### src/rtl/binary_ca_frame_reader.sv
// binary_ca_frame_reader
//   Read-out end of the binary cellular automaton grid. A start request snapshots
//   the flat Width*Height state vector. The snapshot is then streamed one row per
//   beat over a valid/ready interface. The live-cell population of the frame is
//   reported when the frame ends. The CA core keeps running while a frame drains,
//   because only the snapshot is streamed.
//
// Ports
//   clk          in   clock, all state on posedge
//   rst          in   asynchronous active-low reset
//   start        in   frame request, level-sampled in IDLE only
//   state        in   CA grid, cell (l,c) = state[l*Width+c]
//   busy         out  high from the capture cycle until DONE completes
//   out_valid    out  beat valid
//   out_ready    in   sink accepts the beat when out_valid && out_ready
//   out_data     out  snapshot row out_row, bit c = column c
//   out_row      out  row index of the current beat
//   out_first    out  high with the row 0 beat
//   out_last     out  high with the row Height-1 beat
//   live_count   out  live cells in the last completed frame
//   count_valid  out  one-cycle pulse when live_count updates
module binary_ca_frame_reader #(
  parameter  int Width     = 8,
  parameter  int Height    = 8,
  localparam int RowBits   = (Height > 1) ? $clog2(Height) : 1,
  localparam int CountBits = $clog2(Width * Height + 1)
) (
  input  logic                      clk,
  input  logic                      rst,
  input  logic                      start,
  input  logic [Width*Height-1:0]   state,
  output logic                      busy,
  output logic                      out_valid,
  input  logic                      out_ready,
  output logic [Width-1:0]          out_data,
  output logic [RowBits-1:0]        out_row,
  output logic                      out_first,
  output logic                      out_last,
  output logic [CountBits-1:0]      live_count,
  output logic                      count_valid
);

  localparam logic [1:0] IDLE   = 2'd0;
  localparam logic [1:0] STREAM = 2'd1;
  localparam logic [1:0] DONE   = 2'd2;

  localparam logic [RowBits-1:0] LastRow = RowBits'(Height - 1);

  function automatic logic [CountBits-1:0] popcount(input logic [Width-1:0] v);
    logic [CountBits-1:0] n;
    n = '0;
    for (int i = 0; i < Width; i++) begin
      n = n + CountBits'(v[i]);
    end
    return n;
  endfunction

  logic [1:0]                     fsm_q, fsm_d;
  logic [Height-1:0][Width-1:0]   snap_q, snap_d;
  logic [RowBits-1:0]             row_q, row_d;
  logic [CountBits-1:0]           acc_q, acc_d;
  logic [CountBits-1:0]           live_q, live_d;

  logic [Width-1:0]               row_data;
  logic [CountBits-1:0]           row_pop;
  logic                           accept;

  assign row_data = snap_q[row_q];
  assign row_pop  = popcount(row_data);
  assign accept   = (fsm_q == STREAM) && out_ready;

  always_comb begin
    fsm_d  = fsm_q;
    snap_d = snap_q;
    row_d  = row_q;
    acc_d  = acc_q;
    live_d = live_q;
    case (fsm_q)
      IDLE: begin
        if (start) begin
          snap_d = state;
          row_d  = '0;
          acc_d  = '0;
          fsm_d  = STREAM;
        end
      end
      STREAM: begin
        if (accept) begin
          acc_d = acc_q + row_pop;
          if (row_q == LastRow) begin
            // Publish the count on the last beat's edge so that live_count is
            // already valid during the DONE cycle, alongside count_valid.
            live_d = acc_q + row_pop;
            fsm_d  = DONE;
          end else begin
            row_d = row_q + RowBits'(1);
          end
        end
      end
      DONE: begin
        fsm_d = IDLE;
      end
      default: begin
        fsm_d = IDLE;
      end
    endcase
  end

  always_ff @(posedge clk or negedge rst) begin
    if (!rst) begin
      fsm_q  <= IDLE;
      snap_q <= '0;
      row_q  <= '0;
      acc_q  <= '0;
      live_q <= '0;
    end else begin
      fsm_q  <= fsm_d;
      snap_q <= snap_d;
      row_q  <= row_d;
      acc_q  <= acc_d;
      live_q <= live_d;
    end
  end

  // Beat outputs decode directly from registered state. They therefore hold
  // steady while stalled, and they clear as soon as the asynchronous reset asserts.
  // Outside STREAM the outputs are forced to zero so the sink never sees stale rows.
  assign busy        = (fsm_q != IDLE);
  assign out_valid   = (fsm_q == STREAM);
  assign out_data    = out_valid ? row_data : '0;
  assign out_row     = out_valid ? row_q : '0;
  assign out_first   = out_valid && (row_q == '0);
  assign out_last    = out_valid && (row_q == LastRow);
  assign count_valid = (fsm_q == DONE);
  assign live_count  = live_q;

endmodule

### config.mk
export PLATFORM = sky130hd
export DESIGN_NAME = binary_ca_frame_reader
export DESIGN_NICKNAME = d
export VERILOG_FILES = /design/src/rtl/binary_ca_frame_reader.sv
export SDC_FILE = /design/constraint.sdc
export NUM_CORES = 1
export LEC_CHECK = 0
export CORE_ASPECT_RATIO = 1.1
export CORE_MARGIN = 10
export CORE_UTILIZATION = 45
export DETAILED_ROUTE_END_ITERATION = 6
export MAX_ROUTING_LAYER = met4
export PLACE_DENSITY = 0.75
export SYNTH_ARGS = -nofsm -noshare
export SYNTH_HDL_FRONTEND = slang
export SYNTH_SLANG_ARGS = --single-unit
### constraint.sdc
create_clock -name clk -period 4 [get_ports clk]
set_clock_uncertainty 0.05 [all_clocks]
set_input_delay 0.6 -clock clk [delete_from_list [all_inputs] [get_ports clk]]
set_output_delay 0.6 -clock clk [all_outputs]
set_load 0.01 [all_outputs]
==> run metrics, run 1 <==
result of the run=complete, but fails checks; violated checks=setup timing; number of H-tree branching levels=3; die height=120 um; Tcrit/Tclk final=1.03; via count of the first global-routing pass=2871; unrepaired setup endpoints after global routing=yes; top achievable clock speed=242 MHz; via-per-instance ratio=5.20; routed length per instance=18.1 um; diode insertion count for antenna repair=0; sequential cell area=2080 sq um; routed wire length=9060 um; Die Width=111 um; most used cells in the layout excluding fill and tap cells=sky130_fd_sc_hd__clkdlybuf4s50_1, sky130_fd_sc_hd__dfrtp_1, sky130_fd_sc_hd__mux2_2, sky130_fd_sc_hd__mux4_2, sky130_fd_sc_hd__nand2_1; area of the mapped netlist=4080 sq um; number of nets in the synthesized netlist=367; Post-DRT Antenna Nets=0; final number of setup-violating endpoints=4; Hold/Removal Path Class=primary input to asynchronous set/reset pin; Port Buffers=90; routed via count=2599; Fill cells=712; number of clock sinks=83; number of top-level pins=91; maximum buffer depth of the clock tree=2; min Tclk post-route=4140 ps; starting density of the core=0.460; synthesis warning total=0; main area contributors after synthesis=sky130_fd_sc_hd__dfrtp_1, sky130_fd_sc_hd__mux2_2, sky130_fd_sc_hd__mux4_2; layout cell share with drive strength beyond 1=0.332; number of different library cells in the post-synthesis netlist=35; Rel. slew slack=0.322; initial antenna violation count=0; dominant synthesized flop cell=sky130_fd_sc_hd__dfrtp_1; count of mapped cells out of synthesis=285; Pre-Repair DR Iteration Count=4; element type at the critical path end=register; Worst EP arrival=4310 ps; slew of the pin with the lowest slew margin=1020 ps; placeable core area=8870 sq um; clock-pin transition on the worst setup and hold timing paths=80 ps; kind of critical path=register to register; gr usage total=0.139; slack of the critical path=-139 ps; mean instance size in the synthesized netlist=14.3 sq um; pin count of the biggest net entering global routing=84; total clock buffers created by CTS=9; number of flops mapped to enable cells by yosys=0; DRC errors left=0; HPWL after DPL=6840 um; CTS Root Cell=sky130_fd_sc_hd__clkbuf_8; Detailed Route Iter0 Violations=75; Data required, critical path=4170 ps; commonest non-fill, non-tap cell in the layout=sky130_fd_sc_hd__clkdlybuf4s50_1; number of hold violations in the final report=0; worst-case hold slack=363 ps; clock latency on the worst-skew pair=350 ps; area overhead of the layout relative to synthesis=31.0%; critical path peak fanout=6; first-pass GRT wire length=14800 um; weighted congestion at the end of routability-driven global placement=0.872; FF+latch count, synth=83; proportion of netlist area held by the largest area contributor=0.509; biggest area consumer among synthesized cells=sky130_fd_sc_hd__dfrtp_1; final-stage net count=464; leftover overflow at the end of global routing=0; max cap viols=0; multi-input logic area=1890 sq um; post-synthesis sequential area ratio=0.509; Critical Path Source Type=register; CTS tree=built; Final Max Tran Viols=0; area of the die=13300 sq um; share of synthesized flip-flops with an asynchronous set or reset=1.00; placement row count=36
==> cells in the mapped netlist, types with 3 or more instances <==
master	count
sky130_fd_sc_hd__xnor2_1	4
sky130_fd_sc_hd__and2_1	6
sky130_fd_sc_hd__ha_1	9
sky130_fd_sc_hd__inv_1	11
sky130_fd_sc_hd__mux4_2	16
sky130_fd_sc_hd__nand2_1	14
sky130_fd_sc_hd__mux2i_2	4
sky130_fd_sc_hd__mux2_2	71
sky130_fd_sc_hd__o21ai_0	9
sky130_fd_sc_hd__buf_2	6
sky130_fd_sc_hd__a21oi_1	3
sky130_fd_sc_hd__buf_4	6
sky130_fd_sc_hd__fa_1	5
sky130_fd_sc_hd__dfrtp_1	83
sky130_fd_sc_hd__a21o_1	4
sky130_fd_sc_hd__o21ai_1	3
sky130_fd_sc_hd__nor2_1	7
==> per-layer routing <==
metal	routed length, um	track usage
met3	387	0.0284
met1	4120	0.170
met2	4410	0.225
met5	0	-
met4	143	0.0513
==> layout make-up <==
| cell class | instances | area share |
|---|---|---|
| flip-flops and latches | 83 | 0.388 |
| multi-input cells | 175 | 0.354 |
| repair buffers | 101 | 0.187 |
| clock buffers | 13 | 0.0297 |
| well taps | 114 | 0.0267 |
| inverters | 12 | 0.00842 |
| clock inverters | 2 | 0.00655 |
==> cells by family (layout without fill, tap and decap cells) <==
family / count (synthesis) / after routing / share of synthesized area
flip-flops: 83 / 83 / 0.509
AO/OA/AOI/OAI: 27 / 27 / 0.0432
buffers and inverters: 27 / 128 / 0.0399
AND/OR/NAND/NOR: 38 / 38 / 0.0472
XOR/XNOR: 5 / 5 / 0.0107
multiplexers: 91 / 91 / 0.298
adder cells (fa/ha/maj): 14 / 14 / 0.0521
==> state kept, by name (all words and copies together), names as in the netlist <==
name / cells
live_count: 7
fsm_q: 2
row_q: 3
acc_q: 7
snap_q: 64
==> through the flow <==
| stage | util | setup TNS, ps | worst slack [ps] | std cells | area (sq um) |
|---|---|---|---|---|---|
| after floorplan | - | -511 | -167 | 285 | 4090 |
| after global placement | 0.574 | -256 | -112 | 482 | 5090 |
| after detailed placement | 0.574 | -631 | -214 | 482 | 5090 |
| after CTS | 0.598 | -346 | -138 | 499 | 5300 |
| after global routing | 0.603 | -1110 | -290 | 500 | 5350 |
| final | 0.603 | -396 | -139 | 500 | 5350 |
==> path summary, 6_finish.rpt <==
check | from | endpoint | slack [ps] | depth (start not counted)
worst max register to register | row_q[0] | live_count[6] | -140 | 15
worst min-delay path | rst | snap_q[41] | 360 | 1
max in group asynchronous | rst | snap_q[56] | 2880 | 1
worst max-delay path | row_q[0] | live_count[6] | -140 | 15
worst min register to register | live_count[3] | live_count[3] | 440 | 2
min in group clk | live_count[3] | live_count[3] | 440 | 2
==> worst max-delay path, stage by stage, from the launching register on <==
cell and delay [ps]:
sky130_fd_sc_hd__dfrtp_1 410, sky130_fd_sc_hd__buf_12 150, sky130_fd_sc_hd__mux4_2 350, sky130_fd_sc_hd__mux2i_4 80
sky130_fd_sc_hd__fa_1 520, sky130_fd_sc_hd__inv_2 40, sky130_fd_sc_hd__fa_1 470, sky130_fd_sc_hd__inv_1 50
sky130_fd_sc_hd__fa_1 500, sky130_fd_sc_hd__inv_2 40, sky130_fd_sc_hd__fa_2 360, sky130_fd_sc_hd__fa_2 350
sky130_fd_sc_hd__a21o_1 200, sky130_fd_sc_hd__o21ai_2 130, sky130_fd_sc_hd__xor2_1 220, sky130_fd_sc_hd__o21ai_1 80
==> what timing repair did <==
item                                    in CTS  in global routing
hold buffers                                 0                  0
endpoints found under the setup margin       4                 12
pin swaps                                    7                  7
buffers inserted                             2                  1
gates resized for setup                      1                 10
Power of run 1 is not shown: default switching activity piles up to over one toggle a cycle in this logic, so the estimate is an artifact.
==> run 2: changes to the inputs <==
- PLACE_DENSITY: 0.75 -> 0.76
- clock period: 4 -> 4.13 ns (I/O delays scaled with it)
==> run metrics, run 2 (same netlist as run 1, synthesis figures left out) <==
result of the run=complete, but fails checks; violated checks=setup timing; placeable core area=8870 sq um; top achievable clock speed=240 MHz; via count of the first global-routing pass=2947; die height=120 um; number of flip-flops under the largest register name=64; routed via count=2619; via-per-instance ratio=5.26; Rel. slew slack=0.311; count of hold buffers inserted by post-cts repair=0; Pre-Repair DR Iteration Count=4; number of hold violations in the final report=0; leftover overflow at the end of global routing=0; CTS tree=built; most frequent cell on the critical path=sky130_fd_sc_hd__fa_1; Tcrit/Tclk final=1.01; clock-pin transition on the worst setup and hold timing paths=80 ps; starting density of the core=0.460; Top delay family on crit path=adder cells; min Tclk post-route=4170 ps; Data required, critical path=4300 ps; initial antenna violation count=0; most used cells in the layout excluding fill and tap cells=sky130_fd_sc_hd__clkdlybuf4s50_1, sky130_fd_sc_hd__dfrtp_1, sky130_fd_sc_hd__mux2_2, sky130_fd_sc_hd__mux4_2, sky130_fd_sc_hd__nand2_1; weighted congestion at the end of routability-driven global placement=0.866; number of clock sinks=83; Final Max Tran Viols=0; critical path peak fanout=6; diode insertion count for antenna repair=0; maximum buffer depth of the clock tree=2; clock latency on the worst-skew pair=340 ps; slack of the critical path=-37.6 ps; Post-DRT Antenna Nets=0; area of the die=13300 sq um; largest voltage drop on the vdd net=0.832 mV; number of top-level pins=91; CTS Root Cell=sky130_fd_sc_hd__clkbuf_8; critical path's slowest cell=sky130_fd_sc_hd__fa_1; routed length per instance=18.4 um; Hold/Removal Path Class=primary input to asynchronous set/reset pin; Detailed Route Iter0 Violations=105; Critical Path Source Type=register; placement row count=36; slowest cell delay on critical path=540 ps; first-pass GRT wire length=15300 um; kind of critical path=register to register; element type at the critical path end=register; layout cell share with drive strength beyond 1=0.323; reg-to-reg slack, setup=-40 ps; final-stage net count=463; unrepaired setup endpoints after global routing=yes; final number of setup-violating endpoints=4; area overhead of the layout relative to synthesis=29.9%; number of H-tree branching levels=3; Die Width=111 um; slew of the pin with the lowest slew margin=1030 ps; max cap viols=0; Power per Cell Area=1040 nW/um^2; routed wire length=9170 um; total clock buffers created by CTS=9; worst-path cell chain=buf_12, mux4_2, mux2i_4, fa_1, inv_1, fa_1, inv_1, fa_1, inv_2, fa_2, fa_2, a21o_1, o21ai_2, xor2_1, o21ai_1; worst-case hold slack=407 ps; DRC errors left=0; pin count of the biggest net entering global routing=84; count of buffer and inverter cells on the critical path=4; commonest non-fill, non-tap cell in the layout=sky130_fd_sc_hd__clkdlybuf4s50_1; Leakage Power=2.22 nW; Worst EP arrival=4340 ps; Fill cells=712; HPWL after DPL=7020 um; Finished Core Util=0.597; Port Buffers=90; gr usage total=0.144; register with the highest flop count=snap_q
[run 2: final timing paths]
kind / from / endpoint / cells after the start
max in group asynchronous: rst / snap_q[40] / 1
worst max-delay path: row_q[0] / acc_q[6] / 15
worst min-delay path: rst / snap_q[43] / 1
min in group clk: live_count[5] / live_count[5] / 2
worst min register to register: live_count[5] / live_count[5] / 2
worst max register to register: row_q[0] / acc_q[6] / 15
[run 2: area by class of cell]
class / count / area (sq um) / area share
Tap cell: 114 / 143 / 0.0269
Clock buffer: 12 / 155 / 0.0293
Timing Repair Buffer: 100 / 998 / 0.188
Inverter: 12 / 45.0 / 0.00850
Multi-Input combinational cell: 175 / 1870 / 0.353
Sequential cell: 83 / 2080 / 0.392
Clock inverter: 2 / 12.5 / 0.00236
[run 2: stage by stage]
step                std cells  setup WS (ps)  TNS [ps]  cell area, sq um  total power, mW
floorplan                 285          -39.4     -78.7              4090             3.79
global placement          482           6.87         0              5100             4.80
detailed placement        482          -83.9      -211              5100             4.93
CTS                       497          -14.0     -27.1              5280             5.50
global route              498           -161      -591              5300             5.96
finish                    498          -37.6     -75.2              5300             5.51
[run 2: power breakdown]
group / internal (mW) / switching [mW]
logic: 1.89 / 1.65
clock network: 0.244 / 0.267
registers: 1.21 / 0.240
[run 2: what timing repair did]
action	in CTS	in global routing
setup endpoints to repair	3	4
buffers inserted	1	1
pin swaps	9	2
gates resized for setup	3	1
[run 2: routing by layer]
| metal | GRT usage | share of wire | vias to the layer above |
|---|---|---|---|
| met4 | 0.0423 | 0.011 | 0 |
| li1 | - | - | 1205 |
| met3 | 0.0309 | 0.035 | 9 |
| met1 | 0.176 | 0.45 | 1338 |
| met5 | - | 0 | - |
| met2 | 0.235 | 0.50 | 67 |
Power figures use the tool's default switching activity.
==> run 3: changes to the inputs <==
- CTS_BUF_LIST: unset -> sky130_fd_sc_hd__clkbuf_4
- SKIP_LAST_GASP: unset -> 1
==> run metrics, run 3 (same netlist as run 1, synthesis figures left out) <==
max cap viols=0; critical path's slowest cell=sky130_fd_sc_hd__fa_1; gr usage total=0.144; instance area after placement=5100 sq um; initial antenna violation count=1; Worst path depth=15; die height=120 um; placeable core area=8870 sq um; crit path launch=row_q[0]; first-pass GRT wire length=15300 um; starting density of the core=0.460; number of clock sinks=83; Port Buffers=90; area overhead of the layout relative to synthesis=28.2%; register with the highest flop count=snap_q; count of buffer and inverter cells on the critical path=4; largest voltage drop on the vdd net=0.820 mV; Setup Slack @ Placement=-83.9 ps; total clock buffers created by CTS=9; Fill cells=721; Data required, critical path=4380 ps; reg-to-reg slack, setup=-20 ps; most used cells in the layout excluding fill and tap cells=sky130_fd_sc_hd__clkdlybuf4s50_1, sky130_fd_sc_hd__dfrtp_1, sky130_fd_sc_hd__mux2_2, sky130_fd_sc_hd__mux4_2, sky130_fd_sc_hd__nand2_1; result of the run=complete, but fails checks; slew of the pin with the lowest slew margin=1040 ps; layout cell share with drive strength beyond 1=0.320; unrepaired setup endpoints after global routing=yes; worst-path cell chain=buf_12, mux4_2, mux2i_4, fa_1, inv_1, fa_1, inv_1, fa_1, inv_2, fa_2, fa_2, a21o_1, o21ai_2, xor2_1, o21ai_1; weighted congestion at the end of routability-driven global placement=0.866; Final Max Tran Viols=0; routed wire length=9160 um; count of hold buffers inserted by post-cts repair=0; Power per Cell Area=1020 nW/um^2; final number of setup-violating endpoints=4; routed via count=2618; Worst EP arrival=4400 ps; FF-to-FF path depth=15; commonest non-fill, non-tap cell in the layout=sky130_fd_sc_hd__clkdlybuf4s50_1; final-stage net count=463; routed length per instance=18.3 um; clock-pin transition on the worst setup and hold timing paths=120 ps; Post-DRT Antenna Nets=0; Detailed Route Iter0 Violations=100; Pre-Repair DR Iteration Count=4; HPWL after DPL=7020 um; kind of critical path=register to register; slowest cell delay on critical path=540 ps; via-per-instance ratio=5.25; Hold/Removal Path Class=primary input to asynchronous set/reset pin; pin count of the biggest net entering global routing=84; critical path peak fanout=6; leftover overflow at the end of global routing=0; Top delay family on crit path=adder cells; clock latency on the worst-skew pair=410 ps; final instance area=5230 sq um; violated checks=setup timing; Tcrit/Tclk final=1.00; number of flip-flops under the largest register name=64; Die Width=111 um; maximum buffer depth of the clock tree=2; Critical Path Source Type=register; CTS Root Cell=sky130_fd_sc_hd__clkbuf_4; most frequent cell on the critical path=sky130_fd_sc_hd__fa_1; element type at the critical path end=register; worst reg2reg startpoint=row_q[0]; min Tclk post-route=4150 ps; number of top-level pins=91; Leakage Power=2.19 nW; CTS tree=built; DRC errors left=0; via count of the first global-routing pass=2935; placement row count=36; area of the die=13300 sq um; number of hold violations in the final report=0; slack of the critical path=-19.9 ps; Rel. slew slack=0.306; top achievable clock speed=241 MHz; number of H-tree branching levels=3
## run 3: cell count changes in the layout (fill, tap and decap cells not counted)
| cell | delta |
|---|---|
| sky130_fd_sc_hd__clkbuf_8 | -11 |
| sky130_fd_sc_hd__clkbuf_4 | +10 |
| sky130_fd_sc_hd__clkinv_1 | +2 |
| sky130_fd_sc_hd__clkbuf_1 | -1 |
| sky130_fd_sc_hd__diode_2 | +1 |
## run 3: layer usage
layer	routed length, um	part of all wire	up-vias	track usage
met4	121	0.013	0	0.0497
met2	4620	0.50	60	0.234
met3	282	0.031	9	0.0264
li1	-	-	1207	-
met5	0	0	-	-
met1	4130	0.45	1342	0.176
## run 3: final timing paths
check	to
worst max-delay path	acc_q[6]
max in group asynchronous	snap_q[10]
worst min-delay path	snap_q[43]
worst min register to register	live_count[5]
worst max register to register	acc_q[6]
min in group clk	live_count[5]
## run 3: report_power, final
part	total [mW]	internal [mW]	switching, mW
Sequential	1.45	1.21	0.240
Combinational	3.53	1.89	1.65
Clock	0.373	0.120	0.254
## run 3: per-stage QoR
stage                     utilization  hold WS (ps)  setup TNS, ps  total power, mW  instances
after global routing            0.589           369           -679             5.81        499
after global placement          0.575           418              0             4.80        482
after floorplan                     -           274          -78.7             3.79        285
after CTS                       0.587           355          -38.2             5.35        497
after detailed placement        0.575           424           -211             4.93        482
final                           0.589           327          -60.5             5.35        499
## run 3: final cells by class
type / instances / area [sq um] / share of cell area
Timing Repair Buffer: 100 / 998 / 0.191
Multi-Input combinational cell: 175 / 1870 / 0.357
Inverter: 12 / 45.0 / 0.00861
Antenna cell: 1 / 2.50 / 0.000479
Tap cell: 114 / 143 / 0.0273
Clock buffer: 10 / 75.1 / 0.0144
Sequential cell: 83 / 2080 / 0.397
Clock inverter: 4 / 20.0 / 0.00383
## run 3: timing repair
item,in CTS,in global routing
resized for setup,3,1
endpoints found under the setup margin,4,4
setup buffers,1,1
pin swaps,9,3
